File: src/rtl/rob_core.sv
// Reorder buffer for the out-of-order RV32I core.
// Allocates ids at issue, collects CDB results, retires in program order,
// answers operand queries and raises a one-cycle flush when a mispredicted
// branch retires.
module rob_core #(
   parameter int ROB_SIZE_WIDTH = 4,
   parameter int ROB_DEPTH      = 8
) (
   input  logic                      clk,
   input  logic                      rst,
   input  logic                      rdy,
   input  logic                      issue_valid,
   input  logic [4:0]                issue_in_rd,
   input  logic                      issue_is_branch,
   output logic                      rob_full,
   output logic [ROB_SIZE_WIDTH-1:0] issue_rob_id,
   output logic [4:0]                issue_rd,
   input  logic                      wb_valid,
   input  logic [ROB_SIZE_WIDTH-1:0] wb_rob_id,
   input  logic [31:0]               wb_value,
   input  logic                      wb_mispredict,
   input  logic [31:0]               wb_next_pc,
   input  logic [ROB_SIZE_WIDTH-1:0] ask_rob_id1,
   input  logic [ROB_SIZE_WIDTH-1:0] ask_rob_id2,
   output logic [31:0]               get_value1,
   output logic [31:0]               get_value2,
   output logic                      get_ready1,
   output logic                      get_ready2,
   output logic [ROB_SIZE_WIDTH-1:0] commit_rob_id,
   output logic [4:0]                commit_rd,
   output logic [31:0]               commit_value,
   output logic                      flush,
   output logic [31:0]               flush_pc
);

   localparam int IDX_W = (ROB_DEPTH > 1) ? $clog2(ROB_DEPTH) : 1;

   typedef logic [IDX_W-1:0]          idx_t;
   typedef logic [ROB_SIZE_WIDTH-1:0] id_t;

   // slot s carries id s+1; id 0 means "none"
   function automatic idx_t idx_next(input idx_t p);
      return (p == idx_t'(ROB_DEPTH - 1)) ? '0 : p + idx_t'(1);
   endfunction

   function automatic logic id_ok(input id_t id);
      return (id != '0) && (int'(id) <= ROB_DEPTH);
   endfunction

   function automatic idx_t id_slot(input id_t id);
      return idx_t'(id - id_t'(1));
   endfunction

   function automatic id_t slot_id(input idx_t p);
      return id_t'(p) + id_t'(1);
   endfunction

   logic [ROB_DEPTH-1:0] busy_q;
   logic [ROB_DEPTH-1:0] ready_q;
   logic [ROB_DEPTH-1:0] br_q;
   logic [ROB_DEPTH-1:0] misp_q;
   logic [4:0]           rd_q  [ROB_DEPTH];
   logic [31:0]          val_q [ROB_DEPTH];
   logic [31:0]          npc_q [ROB_DEPTH];

   idx_t head_q;
   idx_t tail_q;
   id_t  count_q;

   logic full;
   logic issue_acc;
   logic wb_ok;
   idx_t wb_slot;
   logic retire;
   logic retire_flush;
   idx_t q1_slot;
   idx_t q2_slot;

   // issue acceptance, writeback qualification and retire decision
   always_comb begin
      full         = (count_q == id_t'(ROB_DEPTH));
      rob_full     = full || !rdy;
      issue_acc    = issue_valid && !full && rdy && !flush;
      issue_rob_id = issue_acc ? slot_id(tail_q) : '0;
      issue_rd     = issue_acc ? issue_in_rd : '0;
      wb_slot      = id_slot(wb_rob_id);
      wb_ok        = wb_valid && !flush && id_ok(wb_rob_id) && busy_q[wb_slot];
      retire       = busy_q[head_q] && ready_q[head_q];
      retire_flush = retire && br_q[head_q] && misp_q[head_q];
   end

   // operand query 1: stored ready value first, then CDB bypass
   always_comb begin
      q1_slot    = id_slot(ask_rob_id1);
      get_ready1 = 1'b0;
      get_value1 = '0;
      if (id_ok(ask_rob_id1) && busy_q[q1_slot] && ready_q[q1_slot]) begin
         get_ready1 = 1'b1;
         get_value1 = val_q[q1_slot];
      end else if (wb_valid && (ask_rob_id1 != '0) && (wb_rob_id == ask_rob_id1)) begin
         get_ready1 = 1'b1;
         get_value1 = wb_value;
      end
   end

   // operand query 2: same priority as query 1
   always_comb begin
      q2_slot    = id_slot(ask_rob_id2);
      get_ready2 = 1'b0;
      get_value2 = '0;
      if (id_ok(ask_rob_id2) && busy_q[q2_slot] && ready_q[q2_slot]) begin
         get_ready2 = 1'b1;
         get_value2 = val_q[q2_slot];
      end else if (wb_valid && (ask_rob_id2 != '0) && (wb_rob_id == ask_rob_id2)) begin
         get_ready2 = 1'b1;
         get_value2 = wb_value;
      end
   end

   // pointers, occupancy, status bits and registered commit/flush outputs
   always_ff @(posedge clk) begin
      if (rst) begin
         head_q        <= '0;
         tail_q        <= '0;
         count_q       <= '0;
         busy_q        <= '0;
         ready_q       <= '0;
         commit_rob_id <= '0;
         commit_rd     <= '0;
         commit_value  <= '0;
         flush         <= 1'b0;
         flush_pc      <= '0;
      end else if (!rdy) begin
         commit_rob_id <= '0;
         flush         <= 1'b0;
      end else begin
         commit_rob_id <= '0;
         flush         <= 1'b0;
         if (issue_acc) begin
            busy_q[tail_q]  <= 1'b1;
            ready_q[tail_q] <= 1'b0;
            tail_q          <= idx_next(tail_q);
         end
         if (wb_ok) begin
            ready_q[wb_slot] <= 1'b1;
         end
         // retire after writeback so clearing the head slot wins
         if (retire) begin
            commit_rob_id   <= slot_id(head_q);
            commit_rd       <= rd_q[head_q];
            commit_value    <= val_q[head_q];
            busy_q[head_q]  <= 1'b0;
            ready_q[head_q] <= 1'b0;
            head_q          <= idx_next(head_q);
         end
         count_q <= count_q + id_t'(issue_acc) - id_t'(retire);
         // a retiring mispredicted branch discards everything younger
         if (retire_flush) begin
            flush    <= 1'b1;
            flush_pc <= npc_q[head_q];
            head_q   <= '0;
            tail_q   <= '0;
            count_q  <= '0;
            busy_q   <= '0;
            ready_q  <= '0;
         end
      end
   end

   // entry payload; only meaningful while the matching busy bit is set
   always_ff @(posedge clk) begin
      if (!rst && rdy) begin
         if (issue_acc) begin
            rd_q[tail_q]   <= issue_in_rd;
            br_q[tail_q]   <= issue_is_branch;
            misp_q[tail_q] <= 1'b0;
         end
         if (wb_ok) begin
            val_q[wb_slot]  <= wb_value;
            misp_q[wb_slot] <= wb_mispredict;
            npc_q[wb_slot]  <= wb_next_pc;
         end
      end
   end

endmodule

File: config.mk
export PLATFORM = sky130hd
export DESIGN_NAME = rob_core
export DESIGN_NICKNAME = d
export VERILOG_FILES = /design/src/rtl/rob_core.sv
export SDC_FILE = /design/constraint.sdc
export NUM_CORES = 1
export LEC_CHECK = 0
export ABC_AREA = 0
export ABC_CLOCK_PERIOD_IN_PS = 9200
export BUFFER_PORTS_ARGS = -buffer_cell sky130_fd_sc_hd__buf_2
export CAP_MARGIN = 20
export CORE_AREA = 2 2 251 253
export CTS_BUF_LIST = sky130_fd_sc_hd__clkbuf_8 sky130_fd_sc_hd__clkbuf_16
export CTS_CLUSTER_DIAMETER = 30
export DETAILED_ROUTE_END_ITERATION = 8
export DIE_AREA = 0 0 253 255
export PLACE_DENSITY = 0.68
export SKIP_CTS_REPAIR_TIMING = 1
export SYNTH_ARGS = -nofsm -noshare
export SYNTH_HDL_FRONTEND = slang
export SYNTH_SLANG_ARGS = --single-unit
File: constraint.sdc
create_clock -name clk -period 9.2 [get_ports clk]
set_input_delay 0.46 -clock clk [delete_from_list [all_inputs] [get_ports clk]]
set_output_delay 0.46 -clock clk [all_outputs]
set_load 0.02 [all_outputs]
Word level (Yosys, flattened, before mapping)

Memories as Yosys holds them, arrays and structs flattened. A register that Yosys moved wholly into a read port is not among the register bits.
Cells that the tools add are included.

Register bits after elaboration: 47
Bits in writable memories: 552
Input port bits: 88
Memories: 3

Memories:

| name  | depth | width | rd ports | clocked after Yosys merged registers in | wr ports | line | RTL |
|---|---|---|---|---|---|---|---|
| npc_q | 8     | 32    | 1        | 1                                       | 1        | 64   | `logic [31:0] npc_q [ROB_DEPTH];` |
| val_q | 8     | 32    | 3        | 1                                       | 1        | 63   | `logic [31:0] val_q [ROB_DEPTH];` |
| rd_q  | 8     | 5     | 1        | 1                                       | 1        | 62   | `logic [4:0] rd_q [ROB_DEPTH];` |

Add/subtract/negate cells: 9
Order comparisons: 11
Equality and inequality tests: 5
Multiplexer cells: 66
Bitwise gates (word level): 10
Reductions and logical operators: 41

Operator list:

| kind                                                                                 | number |
|---|---|
| 32-bit 2-to-1 mux                                                                    | 4 |
| 8-bit 2-to-1 mux                                                                     | 16 |
| 8-bit AND                                                                            | 4 |
| 1-bit binary-select mux with 3-bit select                                            | 9 |
| 1-bit logical AND                                                                    | 24 |
| 1-bit 2-to-1 mux                                                                     | 23 |
| 3-bit by 4-bit less-than comparator with 1-bit output (second input constant)        | 5 |
| 3-bit 2-to-1 mux                                                                     | 6 |
| 8-bit bitwise mux                                                                    | 2 |
| 8-bit NOT                                                                            | 2 |
| 8-bit OR                                                                             | 2 |
| 4-bit less-or-equal comparator (second input constant)                               | 3 |
| 4-bit nonzero test                                                                   | 3 |
| 2-bit AND reduction                                                                  | 5 |
| 1-bit demux with 3-bit select                                                        | 3 |
| 3-bit by 1-bit greater-or-equal comparator with 1-bit output (second input constant) | 3 |
| 3-bit by 1-bit subtractor with 3-bit output (second input constant)                  | 3 |
| 3-bit by 1-bit adder with 4-bit output (second input constant)                       | 2 |
| 4-bit == test                                                                        | 2 |
| 4-bit 2-to-1 mux                                                                     | 2 |
| 3-bit by 1-bit adder with 3-bit output (second input constant)                       | 2 |
| 3-bit == test (second input constant)                                                | 2 |
| 5-bit 2-to-1 mux                                                                     | 1 |
| 4-bit by 1-bit adder with 4-bit output                                               | 1 |
| other kinds (8)                                                                      | 13 |

Longest topological paths before layout

Word-level depth: 16
Mapped depth: 15

Worst setup path after synthesis

No wires, ideal clock.

Kind: input to register
Start point: input port wb_rob_id[0]
End point: memory npc_q[4][0] (enable)
Setup time: 584 ps
Arrival time: 6066 ps
Required time: 8616 ps
Path slack: 2550 ps
Cell stages on the path: 5
Cell sequence: clkbuf_1 inv_1 ha_1 or3b_1 a211oi_1

Cells in the longest elaborated chain, start to end: 7
Elaborated cells between the ends (all ways): 11
Classes of those cells: 1 x add/sub; 1 x order compare; 5 x mux; 4 x reduce/logical

RTL lines:

| item                                                                                  | line   | RTL |
|---|---|---|
| start, declared                                                                       | 19     | `input logic [ROB_SIZE_WIDTH-1:0] wb_rob_id,` |
| 3-bit by 1-bit subtractor with 3-bit output, or another cell as far along             | 51     | `return idx_t'(id - id_t'(1));` |
| 1-bit binary-select mux with 3-bit select / 1-bit logical AND (equally long branches) | 87, 47 |  |
| 1-bit 2-to-1 mux (not written as such) / 1-bit logical AND (equally long branches)    | 87     | `wb_ok = wb_valid && !flush && id_ok(wb_rob_id) && busy_q[wb_slot];` |
| 1-bit logical AND                                                                     | 87     |  |
| 1-bit 2-to-1 mux                                                                      | 178    | `if (wb_ok) begin` |
| 1-bit 2-to-1 mux                                                                      | 172    | `if (!rst && rdy) begin` |
| 1-bit 2-to-1 mux (not written as such)                                                | 181    | `npc_q[wb_slot] <= wb_next_pc;` |
| end, declared                                                                         | 64     |  |

Parallel ways exist; a longest one is shown, timed or not. The select of a mux whose other input is x is not followed.

Worst setup path in the final report

Start point: input port ask_rob_id2[0]
End point: output port get_value2[5]

Cells in the longest elaborated chain, start to end: 6
Elaborated cells between the ends (all ways): 16
Classes of those cells: 1 x add/sub; 1 x order compare; 1 x eq/ne; 6 x mux; 6 x reduce/logical; 1 x memory

RTL lines:

| item                                        | line | RTL |
|---|---|---|
| start, declared                             | 24   | `input logic [ROB_SIZE_WIDTH-1:0] ask_rob_id2,` |
| 3-bit by 1-bit subtractor with 3-bit output | 51   |  |
| 1-bit binary-select mux with 3-bit select   | 111  | `if (id_ok(ask_rob_id2) && busy_q[q2_slot] && ready_q[q2_slot]) begin` |
| 1-bit 2-to-1 mux (not written as such)      | 111  |  |
| 1-bit logical AND (2 in a row)              | 111  |  |
| 32-bit 2-to-1 mux (*)                       | 111  |  |
| end, declared                               | 26   | `output logic [31:0] get_value2,` |

Mark *: on every way between the ends. The rest lies on a longest branch, timed or not. The select of a mux whose other input is x is not followed.

==> out/results.tsv <==
stage	metric	value	unit
detailed_routing	DRC viols	0	
cells_and_area	area grow syn2layout	21.0	%
worst_setup_path	start point of the critical path	ask_rob_id2[0]	
yosys	area leader, netlist	edfxtp_1	
worst_setup_path	FF-to-FF End	busy_q[0]$_SDFFE_PP0P_	
placement	Placer Congestion	0.852	
yosys	Synth top area share	55.8	%
detailed_routing	post-route ant nets	0	
power_and_ir_drop	Seq pwr share	39.8	%
power_and_ir_drop	Sw Share	22.8	%
global_routing	GR Overflow Total	0	
yosys	Mapped Nets	1857	
sta	minimum clock period	4770	ps
cts	TritonCTS clock tree	done	
sta	part of the cycle the worst path needs	51.9	%
sta	fin. max-slew vios	0	
worst_setup_path	worst reg-to-reg path cell count	7	
yosys	Ys Warns	0	
power_and_ir_drop	Lkg Pwr	12.6	nW
worst_setup_path	crit path capture type	output port	
power_and_ir_drop	Clock power frac	55.9	%
yosys	Post-Synth Adder-Cell Area	0.638	%
cts	clock root cell	clkbuf_16	
floorplanning	# IOs	238	
detailed_routing	WL final	80900	um
sta	fmax	0.209	GHz
cells_and_area	Post-Layout Cell Count	2934	
floorplanning	core area	62200	um^2
yosys	unique cell type count in the Yosys netlist	66	
worst_setup_path	reg-to-reg slack, setup	4740	ps
power_and_ir_drop	power per cell area	224	nW/um^2
placement	port bufs	237	
sta	RSZ-0062 raised after global routing	no	
yosys	Synth Cell Area	30600	um^2
power_and_ir_drop	Gate power share	4.3	%
sta	final number of setup-violating endpoints	0	
yosys	Avg Synthesized Cell Area	17.4	um^2
yosys	Mapped Cells	1754	
sta	Worst Skew	38.1	ps
yosys	largest family of logic cells by synthesized area	multiplexers	
floorplanning	num rows	92	
sta	Fin Setup TNS	0	ps
detailed_routing	DR pass1 iterations	6	
detailed_routing	Avg Vias per Cell	6.32	
cts	Worst-path clk slew	60	ps
yosys	Synth Area in Simple Gates	3.70	%
yosys	complex-gate fraction of the synthesized area	5.26	%
placement	Post-Place Cells	2689	
global_routing	first-pass GRT wire length	119000	um
yosys	post-synthesis xor/xnor area fraction	0.397	%
yosys	#FFs+latches synth	668	
cts	CTS H-tree lvls	4	
sta	Final WS setup	4430	ps
global_routing	vias in the first global route	18951	
placement	dpl ws	4480	ps
sta	final hold violations	0	
power_and_ir_drop	Psw	1.88	mW
floorplanning	Die Area	64500	um^2
detailed_routing	Avg WL per Cell	27.6	um
cts	maximum clock path buffer count	3	
yosys	multiplexer share of the synthesized area	25.4	%
worst_setup_path	Worst setup SP type	input pin	
cts	CTS Buf Count	132	
cts	# clock sinks	668	
cells_and_area	final net count	2127	
yosys	sequential share of the synthesized area	62.3	%
worst_setup_path	Max FO, Critical Path	34	
job	MaxCap Viol Count	0	
floorplanning	Die H	255	um
sta	Rel. slew slack	24.9	%
sta	final hold slack	2.87	ps
power_and_ir_drop	internal power	6.39	mW
cells_and_area	ratio of cells with drive above 1 in the final layout	37.0	%
yosys	most common cell in the netlist	edfxtp_1	
run_status	status	finished clean	
detailed_routing	1st-iter DRT viols	1794	
cells_and_area	# fillers	4530	
worst_setup_path	Critical Path End	get_value2[5]	
yosys	most frequent cells after synthesis	edfxtp_1 (568), mux4_2 (270), mux2i_1 (166), dfxtp_1 (100), a211oi_1 (71)	
worst_setup_path	Crit Path Class	input pin to output port	
power_and_ir_drop	Power Total	8.27	mW
power_and_ir_drop	Peak VDD IR	0.000205	V
placement	DP HPWL	46400	um
global_routing	GRT Total Usage	25.4	%
worst_setup_path	reg2reg start	head_q[0]$_SDFFE_PP0P_	
yosys	Post-synth EDFFs	568	
sta	Tightest Pin Transition	1130	ps
yosys	top_reg_cell synth	edfxtp_1	
detailed_routing	via count	18557	
min_path	hold crit path type	input pin to flip-flop	
floorplanning	Starting Density	49.2	%
global_routing	initial antenna violation count	5	
worst_setup_path	critical path data arrival time	4310	ps
global_routing	largest net degree at the start of global routing	68	
min_path	WHS Path Cells	1	
yosys	Async SR Flop Fraction	0	%
floorplanning	Die X	253	um
yosys	top post-synthesis cells by area	edfxtp_1 (56%), mux4_2 (20%), dfxtp_1 (6.5%)	
cts	Worst-Skew Late Latency	730	ps
worst_setup_path	Critical Path RT	8740	ps
-- cell usage in the layout (no fill, tap or decap), types with 6 or more instances in the layout --
master        n
bufinv_16     8
mux2i_1     166
a32o_1        6
clkinv_1      7
clkinv_2     19
nand4_1       9
inv_6        14
clkinv_4     12
buf_2       234
a211oi_1     70
o211ai_1     40
a21oi_1      49
o22ai_1       6
dfxtp_1      97
edfxtp_1    568
nor2_1       52
xnor2_1       8
mux4_2      270
nand4b_1      7
nand2b_1      6
buf_4        35
clkbuf_16   135
nor2_4        6
nand3_1      19
o21ai_1      36
ha_1         12
clkinvlp_4   14
nand2_1      68
and2_1       12
inv_1        39
-- power groups by stage --
stage | logic (mW) | clock network (mW) | registers, mW
after floorplan | 0.204 | 0 | 3.35
after global placement | 0.343 | 0 | 3.35
after detailed placement | 0.349 | 0 | 3.35
after CTS | 0.350 | 4.68 | 3.29
after global routing | 0.373 | 4.83 | 3.29
final | 0.353 | 4.63 | 3.30
-- layer usage --
metal,routed length [um],track usage [%],vias to the layer above
li1,-,-,7879
met1,31600,32.6,9616
met2,39400,40.8,896
met3,7460,7.06,160
met4,2360,10.7,6
met5,133,1.20,-
-- cells by family after synthesis --
family,after synthesis
buffers and inverters,159
adders and majority gates,15
muxes,437
DFF,668
AOI/OAI and AO/OA,237
and+or+nand+nor,225
xor gates and xnor gates,13
-- stage by stage --
step	instance area [um^2]	util (%)
3_3_place_gp	32600	52.4
3_5_place_dp	32600	52.4
4_1_cts	37000	59.5
6_report	37000	59.5
5_1_grt	37000	59.5
2_1_floorplan	30600	-
-- worst min-delay path by stage --
stage	start	to	slack (ps)
after global routing	wb_next_pc[18]	npc_q[2][18]$_DFFE_PP_	7
final	wb_next_pc[6]	npc_q[0][6]$_DFFE_PP_	3
after global placement	count_q[3]$_SDFFE_PP0P_	count_q[3]$_SDFFE_PP0P_	450
after CTS	wb_next_pc[6]	npc_q[0][6]$_DFFE_PP_	-30
after floorplan	count_q[3]$_SDFFE_PP0P_	count_q[3]$_SDFFE_PP0P_	440
after detailed placement	count_q[3]$_SDFFE_PP0P_	count_q[3]$_SDFFE_PP0P_	460
-- worst max-delay path, cell delays in order --
cell and delay (ps):
buf_4 390, inv_2 210, ha_4 230, xor2_4 110, buf_4 630, mux4_2 340, mux2_2 150, buf_4 480
or2_2 800, o21ai_1 190, buf_2 200
-- sequential cells by signal (all words and copies together) (netlist names), 4 cells and up --
| signal | count |
|---|---|
| br_q | 8 |
| busy_q | 8 |
| commit_rd | 5 |
| commit_rob_id | 4 |
| commit_value | 32 |
| count_q | 4 |
| flush_pc | 32 |
| misp_q | 8 |
| npc_q | 256 |
| rd_q | 40 |
| ready_q | 8 |
| val_q | 256 |
-- area by class of cell --
| class | count | area, um^2 | share of cell area, % |
|---|---|---|---|
| diodes | 2 | 5.00 | 0.0135 |
| clock buffers | 139 | 3430 | 9.28 |
| clock inverters | 104 | 971 | 2.62 |
| inverters | 25 | 93.8 | 0.254 |
| multi-input cells | 927 | 11000 | 29.6 |
| flip-flops and latches | 668 | 19100 | 51.6 |
| well taps | 799 | 1000 | 2.70 |
| repair buffers | 270 | 1450 | 3.93 |
Note: power is estimated with default switching activity, not from simulation.
